<file path="src/rtl/ps2_key_decoder.sv">
// PS/2 scan-code set 2 key decoder: prefix tracking, typematic repeat
// suppression and a 4-entry key-event FIFO drained with valid/ack.
module ps2_key_decoder (
    input  logic       clk,
    input  logic       iRST_n,
    input  logic [7:0] iSCANCODE,
    input  logic       iPS2_READY,
    input  logic       iKEY_ACK,
    output logic [3:0] oKEY,
    output logic       oKEY_VALID,
    output logic       oOVF,
    output logic       oHELD
);

    typedef enum logic [1:0] {
        ST_IDLE    = 2'd0,
        ST_EXT     = 2'd1,
        ST_BRK     = 2'd2,
        ST_EXT_BRK = 2'd3
    } state_t;

    localparam logic [7:0] CODE_E0 = 8'hE0;
    localparam logic [7:0] CODE_F0 = 8'hF0;

    state_t     state_q, state_d;
    logic       rdy_q;
    logic       strobe;

    logic       dec_make;
    logic       dec_break;
    logic       dec_ext;
    logic       map_hit;
    logic [3:0] map_key;

    logic [7:0] held_code_q, held_code_d;
    logic       held_ext_q, held_ext_d;
    logic       held_flag_q, held_flag_d;
    logic       held_match;
    logic       push_evt;

    logic [3:0] mem_q [4];
    logic [1:0] rd_ptr_q, rd_ptr_d;
    logic [1:0] wr_ptr_q, wr_ptr_d;
    logic [2:0] count_q, count_d;
    logic       ovf_q, ovf_d;
    logic       fifo_full;
    logic       do_pop;
    logic       do_write;

    // A byte is taken only on the falling edge of the active-low ready.
    assign strobe = rdy_q & ~iPS2_READY;

    // Prefix FSM next state and classification of the accepted byte.
    always_comb begin
        state_d   = state_q;
        dec_make  = 1'b0;
        dec_break = 1'b0;
        dec_ext   = 1'b0;
        if (strobe) begin
            case (state_q)
                ST_IDLE: begin
                    if (iSCANCODE == CODE_E0) begin
                        state_d = ST_EXT;
                    end else if (iSCANCODE == CODE_F0) begin
                        state_d = ST_BRK;
                    end else begin
                        dec_make = 1'b1;
                    end
                end
                ST_EXT: begin
                    if (iSCANCODE == CODE_E0) begin
                        state_d = ST_EXT;
                    end else if (iSCANCODE == CODE_F0) begin
                        state_d = ST_EXT_BRK;
                    end else begin
                        dec_make = 1'b1;
                        dec_ext  = 1'b1;
                        state_d  = ST_IDLE;
                    end
                end
                ST_BRK: begin
                    dec_break = 1'b1;
                    state_d   = ST_IDLE;
                end
                ST_EXT_BRK: begin
                    dec_break = 1'b1;
                    dec_ext   = 1'b1;
                    state_d   = ST_IDLE;
                end
                default: state_d = ST_IDLE;
            endcase
        end
    end

    // Scan code (with extended flag) to calculator key.
    always_comb begin
        map_hit = 1'b1;
        map_key = 4'h0;
        case ({dec_ext, iSCANCODE})
            9'h045: map_key = 4'h0;
            9'h016: map_key = 4'h1;
            9'h01E: map_key = 4'h2;
            9'h026: map_key = 4'h3;
            9'h025: map_key = 4'h4;
            9'h02E: map_key = 4'h5;
            9'h036: map_key = 4'h6;
            9'h03D: map_key = 4'h7;
            9'h03E: map_key = 4'h8;
            9'h046: map_key = 4'h9;
            9'h070: map_key = 4'h0;
            9'h069: map_key = 4'h1;
            9'h072: map_key = 4'h2;
            9'h07A: map_key = 4'h3;
            9'h06B: map_key = 4'h4;
            9'h073: map_key = 4'h5;
            9'h074: map_key = 4'h6;
            9'h06C: map_key = 4'h7;
            9'h075: map_key = 4'h8;
            9'h07D: map_key = 4'h9;
            9'h079: map_key = 4'hA;
            9'h07B: map_key = 4'hB;
            9'h04E: map_key = 4'hB;
            9'h07C: map_key = 4'hC;
            9'h04A: map_key = 4'hD;
            9'h055: map_key = 4'hE;
            9'h05A: map_key = 4'hE;
            9'h076: map_key = 4'hF;
            9'h14A: map_key = 4'hD;
            9'h15A: map_key = 4'hE;
            default: map_hit = 1'b0;
        endcase
    end

    // Held-key tracking: a repeated make of the held key is a typematic repeat.
    always_comb begin
        held_code_d = held_code_q;
        held_ext_d  = held_ext_q;
        held_flag_d = held_flag_q;
        held_match  = (held_code_q == iSCANCODE) && (held_ext_q == dec_ext);
        push_evt    = 1'b0;
        if (dec_make && map_hit && !(held_flag_q && held_match)) begin
            push_evt    = 1'b1;
            held_code_d = iSCANCODE;
            held_ext_d  = dec_ext;
            held_flag_d = 1'b1;
        end else if (dec_break && map_hit && held_match) begin
            held_flag_d = 1'b0;
        end
    end

    // FIFO control; a pop frees the slot a simultaneous push into a full FIFO needs.
    always_comb begin
        fifo_full = (count_q == 3'd4);
        do_pop    = iKEY_ACK && (count_q != 3'd0);
        do_write  = push_evt && (!fifo_full || do_pop);
        ovf_d     = ovf_q || (push_evt && fifo_full && !do_pop);
        rd_ptr_d  = do_pop ? rd_ptr_q + 2'd1 : rd_ptr_q;
        wr_ptr_d  = do_write ? wr_ptr_q + 2'd1 : wr_ptr_q;
        count_d   = count_q + {2'b00, do_write} - {2'b00, do_pop};
    end

    // State, pointer and flag registers with asynchronous active-low reset.
    always_ff @(posedge clk or negedge iRST_n) begin
        if (!iRST_n) begin
            state_q     <= ST_IDLE;
            rdy_q       <= 1'b1;
            held_code_q <= 8'h00;
            held_ext_q  <= 1'b0;
            held_flag_q <= 1'b0;
            rd_ptr_q    <= 2'd0;
            wr_ptr_q    <= 2'd0;
            count_q     <= 3'd0;
            ovf_q       <= 1'b0;
        end else begin
            state_q     <= state_d;
            rdy_q       <= iPS2_READY;
            held_code_q <= held_code_d;
            held_ext_q  <= held_ext_d;
            held_flag_q <= held_flag_d;
            rd_ptr_q    <= rd_ptr_d;
            wr_ptr_q    <= wr_ptr_d;
            count_q     <= count_d;
            ovf_q       <= ovf_d;
        end
    end

    // FIFO storage; contents need no reset because the count gates the head.
    always_ff @(posedge clk) begin
        if (do_write) begin
            mem_q[wr_ptr_q] <= map_key;
        end
    end

    assign oKEY_VALID = (count_q != 3'd0);
    assign oKEY       = oKEY_VALID ? mem_q[rd_ptr_q] : 4'h0;
    assign oOVF       = ovf_q;
    assign oHELD      = held_flag_q;

endmodule

</file>
<file path="config.mk">
export PLATFORM = sky130hd
export DESIGN_NAME = ps2_key_decoder
export DESIGN_NICKNAME = d
export VERILOG_FILES = /design/src/rtl/ps2_key_decoder.sv
export SDC_FILE = /design/constraint.sdc
export NUM_CORES = 1
export LEC_CHECK = 0
export CAP_MARGIN = 20
export CORE_MARGIN = 5
export CORE_UTILIZATION = 60
export DETAILED_ROUTE_END_ITERATION = 10
export DONT_BUFFER_PORTS = 1
export GPL_TIMING_DRIVEN = 1
export PLACE_DENSITY = 0.76
export SLEW_MARGIN = 10
export SYNTH_ARGS = -nofsm -noshare
export SYNTH_HDL_FRONTEND = slang
export SYNTH_SLANG_ARGS = --single-unit
</file>
<file path="constraint.sdc">
create_clock -name clk -period 4.65 [get_ports clk]
set_input_delay 0.2325 -clock clk [delete_from_list [all_inputs] [get_ports clk]]
set_output_delay 0.2325 -clock clk [all_outputs]
set_load 0.01 [all_outputs]
</file>
==> qor.csv, run 1 <==
stage,metric,value,unit
global_route,met2 Use GR,0.334,
logic_synthesis,Post-Syn Nets,227,
layout,Reg area,1010,sq um
placement,number of port buffers,0,
logic_synthesis,"FFs w/ async S/R, synth",0.568,
critical_path,r2r endpoint,count_q[2],
placement,DPL Wire Length,3.24,mm
clock_tree,H-tree Lvls,2,
global_route,first-pass GRT wire length,7.58,mm
logic_synthesis,"FF+latch count, synth",37,
route,via count,1624,
global_route,vias in the first global route,1640,
logic_synthesis,Post-Syn Instances,208,
layout,Layout Utilization,0.626,
layout,Area Growth Syn to Fin,2.76,%
sta,RSZ-0062 raised after global routing,no,
floorplanning,Core ar.,3940,sq um
sta,Slew HR,0.381,
logic_synthesis,"Top FF cell, synth",dfrtp_1,
critical_path,Critical Path Fanout Max,7,
logic_synthesis,Yosys top cell area share,0.208,
placement,Inst Count DP,242,
run_status,outcome,finished clean,
min_path,Hold Crit Depth,1,
clock_tree,Root Driver,clkbuf_8,
layout,fin area,2470,sq um
layout,ANT cells,0,
critical_path,crit-path cells,nand2b_1 -> a311oi_4 -> xnor2_1 -> and3_4 -> nor4_4 -> inv_1 -> ha_1 -> inv_1 -> ha_1 -> inv_1 -> fa_1 -> xnor2_1 -> xnor2_1,
logic_synthesis,synthesized area,2400,sq um
power,Leak,0.937,nW
critical_path,max incr delay on CP,0.53,ns
job,Max Cap Viol,0,
power,P per Cell Area,389,nW/um^2
min_path,Hold Path Sink,held_code_q[2],
critical_path,R2R Path Start,rdy_q,
logic_synthesis,most instantiated library cell after synthesis,dfrtp_1,
critical_path,Crit. Startpoint,rdy_q,
critical_path,Crit path required time,4.86,ns
critical_path,CP arrival,3.36,ns
clock_tree,Inserted Clock Buffers,5,
min_path,HP Start,iSCANCODE[2],
route,initial DRC count,65,
critical_path,Worst setup SP type,flip-flop,
route,drt pass-1 iters,7,
floorplanning,I/O pins,19,
clock_tree,CTS tree,yes,
route,Vias per Instance,6.44,
floorplanning,Die Footprint,5370,sq um
sta,final hold vios,0,
sta,Period minus WS final,3.15,ns
route,drt drc,0,
clock_tree,CTS-repair resized insts,0,
floorplanning,Initial Util,0.610,
sta,Slew @ Worst Pin,0.926,ns
floorplanning,width of the die,73.3,um
floorplanning,Die Y-Extent,73.3,um
critical_path,cell family with most CP delay,simple AND/OR/NAND/NOR gates,
global_route,Most Crowded Layer GR,met2,
critical_path,Worst path slowest cell,dfstp_2,
global_route,initial antenna violation count,0,
sta,crit share post-route,0.677,
placement,RePlAce Congestion,0.878,
sta,endpoints failing setup,0,
min_path,hold crit path type,input pin to flip-flop,
layout,final non-filler cell total,252,
global_route,met3 usage,0.0356,
route,Antenna Nets Post-Route,0,
critical_path,Worst R2R Setup Slack,1.50,ns
logic_synthesis,yosys warns,0,
global_route,largest net degree at the start of global routing,24,
clock_tree,Clock Path Buffers,2,
critical_path,kind of end point of the critical path,flip-flop,
sta,total negative slack,0,ns
clock_tree,clock-pin slew on the worst setup and hold paths,0.07,ns
global_route,met1 usage,0.211,
route,DRT Wirelength,4.51,mm
power,Peak VDD IR,0.000210,V
clock_tree,clock sink count,37,
sta,FMAX,0.318,GHz
layout,area of the multi-input gates,1270,sq um
sta,Final Max Slew Viols,0,
logic_synthesis,Synth area leader,dfrtp_1,
global_route,all-layer global routing usage,0.182,
critical_path,critical path class,flip-flop to flip-flop,
logic_synthesis,Post-synth top cells,"20 x dfrtp_1, 16 x edfxtp_1, 14 x xnor2_1",
logic_synthesis,"top cells by area, synth","dfrtp_1 21%, edfxtp_1 20%, xnor2_1 5.1%",
placement,placed instance area,2370,sq um
route,Avg WL per Cell,17.9,um
logic_synthesis,register area share after synthesis,0.419,
sta,clk_skew,0.00656,ns
logic_synthesis,"EDFF count, synth",16,
critical_path,CP Buf/Inv Count,3,
clock_tree,clock network latency to the later pin of the worst-skew pair,0.29,ns
logic_synthesis,Avg Inst Size Synth,11.6,sq um
floorplanning,Core Rows,23,
sta,final hold slack,0.0941,ns
critical_path,depth of the most critical reg-to-reg path,13,
layout,nets@finish,220,
layout,layout cells sized above 1,0.129,
logic_synthesis,synth unique cells,60,
layout,Filler cells,301,
global_route,GRT overflow,0,
worst register-to-register path: cells and delay by family, from the launching register on:
family                     cells  cell delay [ns]
adders and majority gates      3             0.77
buffers and inverters          3             0.18
and+or+nand+nor                3             0.76
AOI/OAI and AO/OA              1             0.38
DFF                            1             0.53
xor gates and xnor gates       3             0.46
area by class of cell:
cell class	count	area share
clock buffers	5	0.0279
inverters	8	0.0122
well taps	50	0.0253
repair buffers	2	0.00811
multi-input cells	147	0.514
clock inverters	3	0.00507
flip-flops and latches	37	0.408
layer usage:
layer  vias up  part of all wire
met4         0             0.012
li1        759                 -
met2        50              0.55
met1       807              0.39
met5         -                 0
met3         8             0.047
power by group:
group | total, mW | switching, mW | internal, mW
Sequential | 0.477 | 0.0696 | 0.407
Clock | 0.211 | 0.110 | 0.101
Combinational | 0.273 | 0.113 | 0.160
cells in the final DEF (no fill, tap or decap), types with 3 or more instances in the layout:
master | synthesis | layout
nor4bb_1 | 3 | 3
nor3b_1 | 4 | 4
dfrtp_1 | 20 | 20
nand4_1 | 3 | 3
ha_1 | 6 | 6
mux2_4 | 7 | 7
clkbuf_8 | 0 | 5
o211ai_1 | 3 | 3
o21ai_0 | 6 | 6
mux4_2 | 4 | 4
inv_1 | 8 | 8
xnor2_1 | 14 | 14
and3b_1 | 3 | 3
nor2b_1 | 5 | 5
nand2b_1 | 3 | 3
nor2_1 | 8 | 8
nor3_1 | 4 | 4
o2111ai_1 | 3 | 3
nand3b_1 | 3 | 3
nand4b_1 | 3 | 3
and2_1 | 11 | 11
or3_1 | 3 | 3
nand2_1 | 12 | 12
edfxtp_1 | 16 | 16
state kept, by name, indices dropped and copies added (netlist names), 2 cells and up:
register and cells:
count_q 3, held_code_q 8, mem_q 16, rd_ptr_q 2, state_q 2, wr_ptr_q 2
cell families after synthesis:
| kind of cell | share of synthesized area |
|---|---|
| AOI/OAI and AO/OA | 0.104 |
| DFF | 0.419 |
| and+or+nand+nor | 0.236 |
| muxes | 0.0901 |
| buffers and inverters | 0.0531 |
| adders and majority gates | 0.0396 |
| xor gates and xnor gates | 0.0583 |
worst max-delay path by stage:
stage	slack, ns	cells past startpoint	end
2_1_floorplan	1.73	13	count_q[2]
3_3_place_gp	1.62	13	count_q[2]
3_5_place_dp	1.48	13	count_q[2]
4_1_cts	1.47	13	count_q[2]
5_1_grt	1.23	13	count_q[2]
6_report	1.50	13	count_q[2]
timing repair:
action | in CTS | in global routing
buffers inserted | 0 | 0
setup endpoints to repair | 0 | 0
hold endpoints to repair | 22 | 0
hold buffers | 2 | 0
metrics by stage:
step / setup WS (ns) / total power, mW
detailed placement: 1.48 / 0.759
CTS: 1.47 / 0.971
global placement: 1.62 / 0.740
finish: 1.50 / 0.961
global route: 1.23 / 1.02
floorplan: 1.73 / 0.723
No activity file was read; power rests on OpenSTA's default activity.
==> run 2, diff against run 1 <==
Clock period 4.65 ns to 3.11 ns, I/O delays scaled along.
==> run 2 against run 1 <==
Net effect:
- hold slack got worse by 0.070 ns
- non-clock buffer count rose by 3
- fmax increased by 9.4%
- critical path type unchanged
- sequential share of layout area shrank 0.89 points
==> qor.csv, run 2 (synthesis gave the netlist of run 1 again) <==
stage,metric,value,unit,change
run_status,outcome,finished clean,,
route,Vias per Instance,6.20,,-3.7%
critical_path,Worst path slowest cell,dfstp_2,,
sta,endpoints failing setup,0,,unchanged
global_route,GRT overflow,0,,unchanged
floorplanning,Core Rows,23,,unchanged
sta,crit share post-route,0.926,,+0.249
layout,largest registers,"mem_q: 16 flops, held_code_q: 8 flops, count_q: 3 flops",,
sta,total negative slack,0,ns,unchanged
power,NetSw,0.445,mW,+52%
layout,nets@finish,223,,+1.4%
layout,most frequent cells in the layout,"20 x dfrtp_1, 16 x edfxtp_1, 14 x xnor2_1",,
power,internal power,1.08,mW,+62%
route,via count,1582,,-2.6%
critical_path,crit-path cells,nand2b_1 -> a311oi_4 -> xnor2_1 -> and3_4 -> nor4_4 -> inv_1 -> ha_1 -> inv_1 -> ha_1 -> inv_1 -> fa_1 -> xnor2_1 -> xnor2_1,,
route,DRT Wirelength,4.53,mm,+0.29%
critical_path,Crit. Startpoint,rdy_q,,
floorplanning,Core ar.,3940,sq um,unchanged
sta,Final Max Slew Viols,0,,unchanged
layout,Reg area,1010,sq um,unchanged
sta,Slew @ Worst Pin,0.934,ns,+0.00850 ns
global_route,vias in the first global route,1590,,-3.0%
clock_tree,Root Driver,clkbuf_8,,
job,Max Cap Viol,0,,unchanged
route,WL met3,124,um,-42%
sta,Period minus WS final,2.88,ns,-0.270 ns
layout,ANT cells,0,,unchanged
layout,Area Growth Syn to Fin,5.05,%,
critical_path,Worst setup SP type,flip-flop,,
power,P per Cell Area,604,nW/um^2,+55%
floorplanning,I/O pins,19,,unchanged
route,drt drc,0,,unchanged
clock_tree,clock sink count,37,,unchanged
sta,Slew HR,0.375,,-0.00569
placement,DPL Wire Length,3.34,mm,+3.3%
critical_path,kind of end point of the critical path,flip-flop,,
sta,RSZ-0062 raised after global routing,no,,
layout,Largest Register,mem_q,,
clock_tree,H-tree Lvls,2,,unchanged
power,Gate power share,0.276,,-0.008
critical_path,max incr delay on CP,0.52,ns,about the same
critical_path,CP arrival,3.08,ns,-0.28 ns
power,Leak,0.966,nW,+3.1%
route,initial DRC count,63,,-3.1%
min_path,hold crit path type,input pin to flip-flop,,
route,met2 routed WL,2.57,mm,+3.9%
sta,clk_skew,0.0119,ns,+0.00537 ns
clock_tree,clock network latency to the later pin of the worst-skew pair,0.29,ns,about the same
clock_tree,Clock Path Buffers,2,,unchanged
floorplanning,Initial Util,0.610,,unchanged
route,Avg WL per Cell,17.7,um,-0.89%
min_path,HP Start,iSCANCODE[6],,
global_route,all-layer global routing usage,0.182,,about the same
floorplanning,Die Y-Extent,73.3,um,unchanged
layout,area of the multi-input gates,1270,sq um,unchanged
global_route,largest net degree at the start of global routing,24,,unchanged
route,drt pass-1 iters,4,,-3
sta,FMAX,0.347,GHz,+9.4%
critical_path,Critical Path Fanout Max,5,,-2
clock_tree,clock-pin slew on the worst setup and hold paths,0.07,ns,about the same
power,Clk pwr share,0.255,,+0.035
placement,RePlAce Congestion,0.853,,-2.8%
sta,final hold vios,0,,unchanged
route,Antenna Nets Post-Route,0,,unchanged
power,Reg power frac,0.469,,-0.027
layout,Filler cells,282,,-6.3%
layout,"commonest non-fill, non-tap cell in the layout",dfrtp_1,,
layout,layout cells sized above 1,0.141,,+0.0128
critical_path,Crit path required time,3.31,ns,-1.55 ns
power,Net Sw Frac,0.292,,-0.0129
clock_tree,CTS tree,yes,,
clock_tree,Inserted Clock Buffers,5,,unchanged
power,Peak VDD IR,0.000349,V,+66%
power,PnR Total Power,1.53,mW,+59%
critical_path,critical path class,flip-flop to flip-flop,,
route,WL met1,1.76,mm,-0.51%
global_route,initial antenna violation count,0,,unchanged
critical_path,R2R Path Start,rdy_q,,
placement,number of port buffers,0,,unchanged
layout,Largest register FFs,16,,unchanged
floorplanning,Die Footprint,5370,sq um,unchanged
route,DR top layer,met4,,
global_route,first-pass GRT wire length,7.44,mm,-1.9%
floorplanning,width of the die,73.3,um,unchanged
## run 2: changes by cell type in the layout (fill, tap and decap cells not counted)
| cell | previous run | this run |
|---|---|---|
| clkbuf_8 | 5 | 6 |
| clkbuf_16 | 0 | 1 |
| buf_4 | 0 | 2 |
| dlygate4sd3_1 | 2 | 3 |
| clkbuf_1 | 0 | 1 |
| clkinv_2 | 1 | 0 |
| clkinv_1 | 2 | 0 |
## run 2: path summary, 6_finish.rpt
| path | endpoint | slack [ns] | cells after the start |
|---|---|---|---|
| min in group asynchronous | held_ext_q | 0.45 | 1 |
| hold reg to reg | count_q[2] | 0.51 | 1 |
| max in group asynchronous | wr_ptr_q[1] | 2.08 | 1 |
| setup reg to reg | count_q[2] | 0.23 | 13 |
| setup / recovery | count_q[2] | 0.23 | 13 |
| hold / removal | held_code_q[6] | 0.02 | 1 |
## run 2: power by group through the flow
stage / Clock (mW) / Sequential (mW) / Combinational [mW]
2_1_floorplan: 0 / 0.683 / 0.399
3_3_place_gp: 0 / 0.716 / 0.389
3_5_place_dp: 0 / 0.728 / 0.416
4_1_cts: 0.401 / 0.717 / 0.431
5_1_grt: 0.423 / 0.731 / 0.469
6_report: 0.389 / 0.715 / 0.421
## run 2: repair_timing
| item | 4_1_cts | 5_1_grt |
|---|---|---|
| endpoints found under the hold margin | 23 | 0 |
| buffers inserted | 0 | 1 |
| resized for setup | 0 | 0 |
| setup endpoints to repair | 0 | 1 |
| hold buffers | 3 | 0 |
## run 2: through the flow
stage          utilization  hold WS (ns)  std cells  setup WS [ns]  area, sq um
2_1_floorplan            -        -0.140        208          0.187         2400
3_3_place_gp         0.603        -0.140        243          0.234         2380
3_5_place_dp         0.603        -0.140        243          0.112         2380
4_1_cts              0.639       0.00969        254         0.0848         2520
5_1_grt              0.640       0.00315        255         0.0627         2520
6_report             0.640        0.0239        255          0.232         2520
## run 2: final cells by class
class                           instances  share of cell area
Multi-Input combinational cell        147               0.502
Sequential cell                        37               0.399
Clock buffer                            8              0.0441
Tap cell                               50              0.0248
Timing Repair Buffer                    5              0.0178
Inverter                                8              0.0119
## run 2: worst max-delay path, delay by kind of cell (launching register included)
| kind | cells | cell delay [ns] |
|---|---|---|
| buffers and inverters | 3 | 0.16 |
| AOI/OAI and AO/OA | 1 | 0.28 |
| and+or+nand+nor | 3 | 0.59 |
| DFF | 1 | 0.52 |
| xor gates and xnor gates | 3 | 0.47 |
| adders and majority gates | 3 | 0.75 |
## run 2: routing by layer
layer,vias to the layer above,track usage
li1,757,-
met1,797,0.198
met2,20,0.346
met3,8,0.0397
met4,0,0.0584
met5,-,0
